==> config.mk <==
export PLATFORM = sky130hd
export DESIGN_NAME = barcode_entry_ctrl
export DESIGN_NICKNAME = d
export VERILOG_FILES = /design/src/rtl/barcode_entry_ctrl.sv
export SDC_FILE = /design/constraint.sdc
export NUM_CORES = 1
export LEC_CHECK = 0
export ABC_AREA = 1
export CAP_MARGIN = 20
export CORE_ASPECT_RATIO = 1.1
export CORE_MARGIN = 1.5
export CORE_UTILIZATION = 60
export CTS_CLUSTER_DIAMETER = 100
export DETAILED_ROUTE_END_ITERATION = 8
export PLACE_DENSITY_LB_ADDON = 0.1
export REMOVE_ABC_BUFFERS = 1
export SETUP_SLACK_MARGIN = 0.02
export SLEW_MARGIN = 20
export SYNTH_ARGS = -nofsm -noshare
export SYNTH_HDL_FRONTEND = slang
export SYNTH_SLANG_ARGS = --single-unit
==> constraint.sdc <==
create_clock -name CLOCK -period 2.98 [get_ports CLOCK]
set_input_delay 0.447 -clock CLOCK [delete_from_list [all_inputs] [get_ports CLOCK]]
set_output_delay 0.447 -clock CLOCK [all_outputs]
set_load 0.005 [all_outputs]
==> src/rtl/barcode_entry_ctrl.sv <==
// Keypad-to-barcode entry controller: steers digits into the 4-digit shift register,
// handles CLEAR/ENTER/inactivity timeout and the price lookup REQ/ACK handshake.
module barcode_entry_ctrl #(
  parameter int unsigned NUM_DIGITS     = 4,
  parameter int unsigned TIMEOUT_CYCLES = 250000000,
  parameter logic [3:0]  BLANK_CODE     = 4'd12
) (
  input  logic       CLOCK,
  input  logic       RESET_N,
  input  logic       KEY_VALID,
  input  logic [3:0] KEY_CODE,
  input  logic       LOOKUP_ACK,
  output logic       SR_ENABLE,
  output logic [3:0] SR_DIGIT,
  output logic       SR_CLEAR_N,
  output logic [2:0] DIGIT_COUNT,
  output logic       LOOKUP_REQ,
  output logic       KEY_ERROR,
  output logic       TIMEOUT
);

  localparam int unsigned TW         = (TIMEOUT_CYCLES > 1) ? $clog2(TIMEOUT_CYCLES) : 1;
  localparam logic [TW-1:0] TIMER_LAST = TW'(TIMEOUT_CYCLES - 1);
  localparam logic [2:0]  COUNT_FULL = 3'(NUM_DIGITS);

  localparam logic [3:0] CODE_CLEAR = 4'd10;
  localparam logic [3:0] CODE_ENTER = 4'd11;

  typedef enum logic [1:0] {
    ST_IDLE,
    ST_ENTRY,
    ST_FULL,
    ST_REQUEST
  } state_t;

  state_t        state_q, state_d;
  logic [2:0]    count_q, count_d;
  logic [TW-1:0] timer_q, timer_d;
  logic          sr_enable_q, sr_enable_d;
  logic [3:0]    sr_digit_q, sr_digit_d;
  logic          sr_clear_n_q, sr_clear_n_d;
  logic          lookup_req_q, lookup_req_d;
  logic          key_error_q, key_error_d;
  logic          timeout_q, timeout_d;

  logic is_digit, is_clear, is_enter;
  logic [2:0] count_inc;

  assign is_digit  = KEY_VALID && (KEY_CODE <= 4'd9);
  assign is_clear  = KEY_VALID && (KEY_CODE == CODE_CLEAR);
  assign is_enter  = KEY_VALID && (KEY_CODE == CODE_ENTER);
  assign count_inc = count_q + 3'd1;

  always_comb begin
    state_d      = state_q;
    count_d      = count_q;
    timer_d      = timer_q;
    sr_enable_d  = 1'b0;
    sr_digit_d   = sr_digit_q;
    sr_clear_n_d = 1'b1;
    lookup_req_d = lookup_req_q;
    key_error_d  = 1'b0;
    timeout_d    = 1'b0;

    case (state_q)
      ST_REQUEST: begin
        // Keys are dropped while waiting; ACK wins over any simultaneous key.
        timer_d = '0;
        if (LOOKUP_ACK) begin
          lookup_req_d = 1'b0;
          sr_clear_n_d = 1'b0;
          count_d      = 3'd0;
          state_d      = ST_IDLE;
        end
      end

      default: begin
        if (state_q == ST_IDLE) begin
          timer_d = '0;
        end else begin
          timer_d = timer_q + 1'b1;
        end

        if (is_digit) begin
          timer_d = '0;
          if (count_q < COUNT_FULL) begin
            sr_enable_d = 1'b1;
            sr_digit_d  = KEY_CODE;
            count_d     = count_inc;
            state_d     = (count_inc == COUNT_FULL) ? ST_FULL : ST_ENTRY;
          end else begin
            key_error_d = 1'b1;
          end
        end else if (is_clear) begin
          timer_d      = '0;
          sr_clear_n_d = 1'b0;
          count_d      = 3'd0;
          state_d      = ST_IDLE;
        end else if (is_enter) begin
          timer_d = '0;
          if (count_q == COUNT_FULL) begin
            lookup_req_d = 1'b1;
            state_d      = ST_REQUEST;
          end else begin
            key_error_d = 1'b1;
          end
        end else if ((state_q != ST_IDLE) && (timer_q == TIMER_LAST)) begin
          // Codes 12-15 are not activity, so they do not hold off the timeout.
          timer_d      = '0;
          timeout_d    = 1'b1;
          sr_clear_n_d = 1'b0;
          count_d      = 3'd0;
          state_d      = ST_IDLE;
        end
      end
    endcase
  end

  always_ff @(posedge CLOCK or negedge RESET_N) begin
    if (!RESET_N) begin
      state_q      <= ST_IDLE;
      count_q      <= 3'd0;
      timer_q      <= '0;
      sr_enable_q  <= 1'b0;
      sr_digit_q   <= BLANK_CODE;
      sr_clear_n_q <= 1'b0;
      lookup_req_q <= 1'b0;
      key_error_q  <= 1'b0;
      timeout_q    <= 1'b0;
    end else begin
      state_q      <= state_d;
      count_q      <= count_d;
      timer_q      <= timer_d;
      sr_enable_q  <= sr_enable_d;
      sr_digit_q   <= sr_digit_d;
      sr_clear_n_q <= sr_clear_n_d;
      lookup_req_q <= lookup_req_d;
      key_error_q  <= key_error_d;
      timeout_q    <= timeout_d;
    end
  end

  assign SR_ENABLE   = sr_enable_q;
  assign SR_DIGIT    = sr_digit_q;
  assign SR_CLEAR_N  = sr_clear_n_q;
  assign DIGIT_COUNT = count_q;
  assign LOOKUP_REQ  = lookup_req_q;
  assign KEY_ERROR   = key_error_q;
  assign TIMEOUT     = timeout_q;

endmodule

### After elaboration in Yosys (flattened, before gate mapping)

Index checks and enable logic that the tools add are counted.

* register bits: 42
* bits in latches: 0
* memory bits (writable): 0
* ROM bits: 0
* input bits: 8
* output and inout port bits: 12
* word-level logic and storage cells: 88
* memories: 0

* $add $sub $neg: 2
* $mul: 0
* div/mod/pow operators: 0
* magnitude comparators: 2
* eq/ne operators: 12
* shifts and indexed selects: 0
* multiplexer cells: 48
* bitwise logic cells: 1
* reductions and logical operators: 14

Operators with widths (count)
* $mux W28: 6
* $add A28 B1 Y28 const B: 1
* $eq A28 B28 Y1 const B: 1
* $mux W1: 26
* $mux W3: 7
* $mux W2: 9
* $eq A4 B4 Y1 const B: 2
* $reduce_and A4 Y1: 2
* $eq A3 B3 Y1 const B: 2
* $reduce_bool A2 Y1: 3
* $ne A5 B3 Y1 const B: 1
* $reduce_and A5 Y1: 1
* $reduce_bool A5 Y1: 1
* $le A4 B4 Y1 const B: 1
* $logic_and A1 B1 Y1: 4
* $ne A2 B1 Y1 const B: 2
* $ne A4 B3 Y1 const B: 1
* $reduce_bool A4 Y1: 1
* $add A3 B1 Y3 const B: 1
* $lt A3 B3 Y1 const B: 1
* $ne A3 B1 Y1 const B: 1
* $reduce_and A3 Y1: 1
* $eq A2 B2 Y1 const B: 1
* $logic_not A2 Y1: 1
* 2 further kinds: 2

### Longest topological paths before layout

* depth after elaboration: 7
* mapped depth: 10
* depth with buffers taken out: 10

### Worst setup path before layout

OpenSTA, ideal clock, no wires.

* path type: reg2reg
* start: register timer_q[0]
* end: register timer_q[25]
* library setup time: 118 ps
* arrival time: 1323 ps
* required time: 2862 ps
* setup slack: 1539 ps
* cell stages (with the launch flop): 10
* buffers on the path: 1
* clock period less this slack: 1441 ps
* cell sequence: dfrtp_1 > ha_1 > nand2_1 > nor2_2 > nand3_1 > nor2_1 > nand2_2 > nand4_4 > buf_6 > nor2_1

* cells in the longest elaborated chain, start to end: 7
* elaborated cells between the ends (all ways): 9
* those cells by class: add/sub: 1; eq/ne: 1; mux: 6; reduce/logical: 1

RTL lines
* start, declared: line 38 `logic [TW-1:0] timer_q, timer_d;`
* start signal, assigned: line 133 `timer_q <= timer_d;`
* $add A28 B1 Y28 / $eq A28 B28 Y1 (equally long branches): line 81, 107
* $mux W28 / $logic_and A1 B1 Y1 (equally long branches): line 78, 107
* $mux W28 *: line 107 `end else if ((state_q != ST_IDLE) && (timer_q == TIMER_LAST)) begin`
* $mux W28 *: line 99 `end else if (is_enter) begin`
* $mux W28 *: line 94 `end else if (is_clear) begin`
* $mux W28 *: line 84 `if (is_digit) begin`
* $mux W28 *: line 65 `case (state_q)`
* via timer_d[25]: line 38

Mark *: on every way through the listed nets, which the timed path passes. The rest lies on a longest branch.
A chain may end at the register's enable or synchronous reset.

### Worst setup path in the final report

* start: input port KEY_VALID
* end: register timer_q[8]

* cells in the longest elaborated chain, start to end: 5
* elaborated cells between the ends (all ways): 7
* those cells by class: mux: 4; reduce/logical: 3

RTL lines
* start, declared: line 10 `input logic KEY_VALID,`
* $logic_and A1 B1 Y1: line 51 `assign is_enter = KEY_VALID && (KEY_CODE == CODE_ENTER);`
* $mux W28: line 99
* $mux W28: line 94
* $mux W28 *: line 84
* $mux W28 *: line 65
* via timer_d[8]: line 38

Marked as above.

==> results.md <==
STA:
- The slew at the pin closest to its max-slew limit is 0.901 ns.
- Setup violations remaining at the end of the flow were counted as 0.
- The hold violation count in the final report is 0.
- After routing, the total negative slack on setup checks comes to 0 ns.
- Clock skew on the completed layout was measured at 0.00723 ns.
- Setup repair after global routing left no endpoint under its margin.
- The max-slew violation count came to 0.
- Measured against its own limit, the worst slew margin works out to 39.9%.
- The maximum achievable frequency is 0.535 GHz.
- In the finished design, the share of the clock period the worst path needs comes to 62.7%.
- The final critical delay including setup and external delays is 1.87 ns.

Power:
- VDD sags by at most 0.000527 V.
- The internal power of the cells totals 0.00105 W.
- For this design the ratio of total power to cell area is 548 nW/um2.
- The leakage dissipation is 1.21 nW.
- Sequential cells account for 47.1% of the total power.
- Net switching is 29.3% of the power.
- In this run the power spent charging and discharging nets is 0.000436 W.
- The share of total power dissipated in combinational logic is 23.3%.
- The share of total power dissipated in the clock network is 29.7%.

Logic synthesis:
- The synthesized design devotes to its leading area cell type 42.0% of total area.
- The gate count of the mapped netlist is 315.
- The average instance area after synthesis is 7.57 um2.
- By area the synthesized netlist is led by dfrtp_1 42%, nand2_1 12%, nor2_1 9.8%, xor2_1 6.6%, inv_1 6.3%.
- The post-synthesis sequential area ratio is 44.2%.
- The number of different library cells used by synthesis comes to 24.
- The post-synthesis cell type with the largest combined area is dfrtp_1.
- Counting flops and latches in the post-synthesis netlist gives 42.
- The netlist area before placement is 2390 um2.
- Yosys printed 0 warnings.

Floorplanning:
- The top-level I/O count is 20.
- The core region area is 3710 um2.
- In this run the horizontal extent of the chip is 63.1 um.
- The floorplan step defined a die boundary enclosing 4360 um2.
- The vertical die dimension is 69.1 um.
- The initial core utilization is 64.3%.
- The row count is 23.

Detailed routing:
- The total iterations of the first detailed-routing run is 5.
- The total wire length after detailed routing is 5030 um.
- After detailed routing, the average wire length per cell comes to 12.9 um.
- The remaining number of nets flagged by the antenna check after routing is 0.
- Dividing the detail-routed via count by the number of cells gives 5.24.
- The first routing iteration left 126 violations.
- Detailed routing inserted a total of 2043 vias.
- The count of unresolved DRC violations after routing is 0.

Worst setup path:
- The beginning of the worst register-to-register path is timer_q[0].
- The start point of the critical path is KEY_VALID.
- The worst path required time is 3.18 ns.
- The launching element type of the critical path is a primary input.
- The kind of capture point of the worst setup path is a flop.
- Data arrives at the worst endpoint at 2.07 ns.
- The critical setup path kind is primary input to flop.
- The maximum net fanout on the critical path is 28.

Place:
- The number of placed instances, taps included is 382.
- Buffers placed on the I/O ports in this run total 19.
- The half-perimeter wire length after detailed placement is 3700 um.
- The weighted congestion reported at the end of routability-driven placement is 0.931.

Flow run:
- Across the run, the number of max-cap violations was 0.

Layout:
- In the final design database the tool counted 351 nets.
- The final cell count without fillers is 390.
- Of the cells placed in the final design, the portion with a size suffix greater than 1 is 7.65%.
- In the layout the commonest cells are 79 x nand2_1, 62 x nor2_1, 40 x dfrtp_1, 40 x inv_1.
- The number of antenna diodes in the final layout is 0.
- After filler insertion, the fill cell instance count of the layout stands at 308.
- The most common cell after layout, fill and taps aside is nand2_1.
- The area growth from synthesis to layout is 14.1%.

Clock network:
- The clock tree from TritonCTS is yes.
- Once the clock tree was built, the setup fixing pass inserted 0 buffers.
- The clock latency at the later pin of the worst-skew pair is 0.29 ns.
- The clock passes through at most 2 buffers.
- The number of buffers added to fix hold violations after cts is 0.
- After clock tree synthesis, the clock-pin slew on the worst setup and hold paths is 0.08 ns.
- The tree built by TritonCTS fans out to 42 sinks.
- The number of buffers added by the clock tree synthesis step is 5.
- The tree is rooted in a clkbuf_8.
- The level count of the clock H-tree is 2.
- The post-cts sizing count is 0.

Global routing:
- The initial antenna violation count came to 0.
- The largest net degree at the start of global routing is 43.
- Global routing used 25.5% of the available tracks across all layers.
- The via count of the first global-routing pass is 2063.
- The wire length of the first global-routing pass is 8850 um.
- The overall overflow remaining after global route is 0.

Outcome:
- The run finished with clean final reports.

Worst hold path:
- The type of the most critical hold path is primary input to async pin.
## Yosys cell counts
master / count
nor2_1: 62
nand4_4: 1
nand3_2: 2
nor3_1: 14
and3_1: 1
dfstp_2: 2
ha_1: 4
a21oi_1: 2
nand3_1: 14
nand4_1: 9
xor2_1: 18
dfrtp_1: 40
o21ai_2: 1
nor2_2: 3
nand2_2: 6
inv_1: 40
o21bai_1: 1
nor2_4: 3
o21ai_0: 7
nor4_1: 2
o211ai_1: 1
nand2_1: 79
buf_6: 2
nand3b_1: 1
## worst max-delay path: stages
cell,delay (ns)
clkdlybuf4s50_1,0.50
nand2_1,0.10
inv_1,0.05
nand3_1,0.07
nand2_1,0.10
nor2_4,0.15
nand4_4,0.37
nor3_1,0.27
## power by group through the flow
| stage | combinational [W] | clock (W) | sequential, W |
|---|---|---|---|
| 6_report | 0.000347 | 0.000443 | 0.000702 |
| 5_1_grt | 0.000398 | 0.000473 | 0.000713 |
| 4_1_cts | 0.000353 | 0.000451 | 0.000701 |
| 3_5_place_dp | 0.000351 | 0 | 0.000708 |
| 3_3_place_gp | 0.000343 | 0 | 0.000709 |
| 2_1_floorplan | 0.000179 | 0 | 0.000708 |
## metal layers
layer / GRT usage (%) / share of wire [%] / vias up
met5: 0 / 0 / -
met4: 9.14 / 1.5 / 0
met3: 4.57 / 7.0 / 9
met2: 41.4 / 46 / 76
met1: 34.2 / 46 / 925
li1: - / - / 1033
## through the flow
step | setup WS [ns] | power [W] | util, % | cell area (um2) | hold WS (ns)
CTS | 1.11 | 0.00150 | 73.3 | 2720 | 0.299
detailed placement | 0.817 | 0.00106 | 70.3 | 2610 | 0.467
global route | 0.963 | 0.00158 | 73.3 | 2720 | 0.360
finish | 1.11 | 0.00149 | 73.3 | 2720 | 0.274
floorplan | 1.50 | 0.000887 | - | 2360 | 0.151
global placement | 0.899 | 0.00105 | 70.3 | 2610 | 0.459
## path summary, 6_finish.rpt
kind	endpoint	slack, ns	depth (start not counted)
worst max register to register	timer_q[8]	1.21	8
worst min-delay path	timer_q[13]	0.27	1
worst max-delay path	timer_q[8]	1.11	8
max in group asynchronous	timer_q[22]	2.14	1
worst min register to register	SR_DIGIT[2]	0.48	2
min in group CLOCK	SR_DIGIT[2]	0.48	2
## kinds of logic (layout without fill, tap and decap cells)
| group | count (synthesis) | after routing | share of synthesized area [%] |
|---|---|---|---|
| AOI/OAI and AO/OA | 12 | 12 | 2.88 |
| DFF | 42 | 42 | 44.2 |
| adders and majority gates | 4 | 4 | 2.10 |
| xor gates and xnor gates | 18 | 18 | 6.61 |
| and+or+nand+nor | 197 | 197 | 37.0 |
| buffers and inverters | 42 | 67 | 7.24 |
## flip-flops by register name, summed over array words and instances, names as in the netlist
signal       flops
LOOKUP_REQ       1
SR_DIGIT         4
TIMEOUT          1
timer_q         28
state_q          2
KEY_ERROR        1
DIGIT_COUNT      3
SR_ENABLE        1
SR_CLEAR_N       1
## area by class of cell
| class | count | area, um2 | area share, % |
|---|---|---|---|
| multi-input cells | 231 | 1160 | 42.6 |
| flip-flops and latches | 42 | 1050 | 38.7 |
| repair buffers | 19 | 185 | 6.80 |
| inverters | 40 | 150 | 5.52 |
| clock buffers | 6 | 72.6 | 2.67 |
| well taps | 50 | 62.6 | 2.30 |
| clock inverters | 2 | 37.5 | 1.38 |
Power figures use the tool's default switching activity.
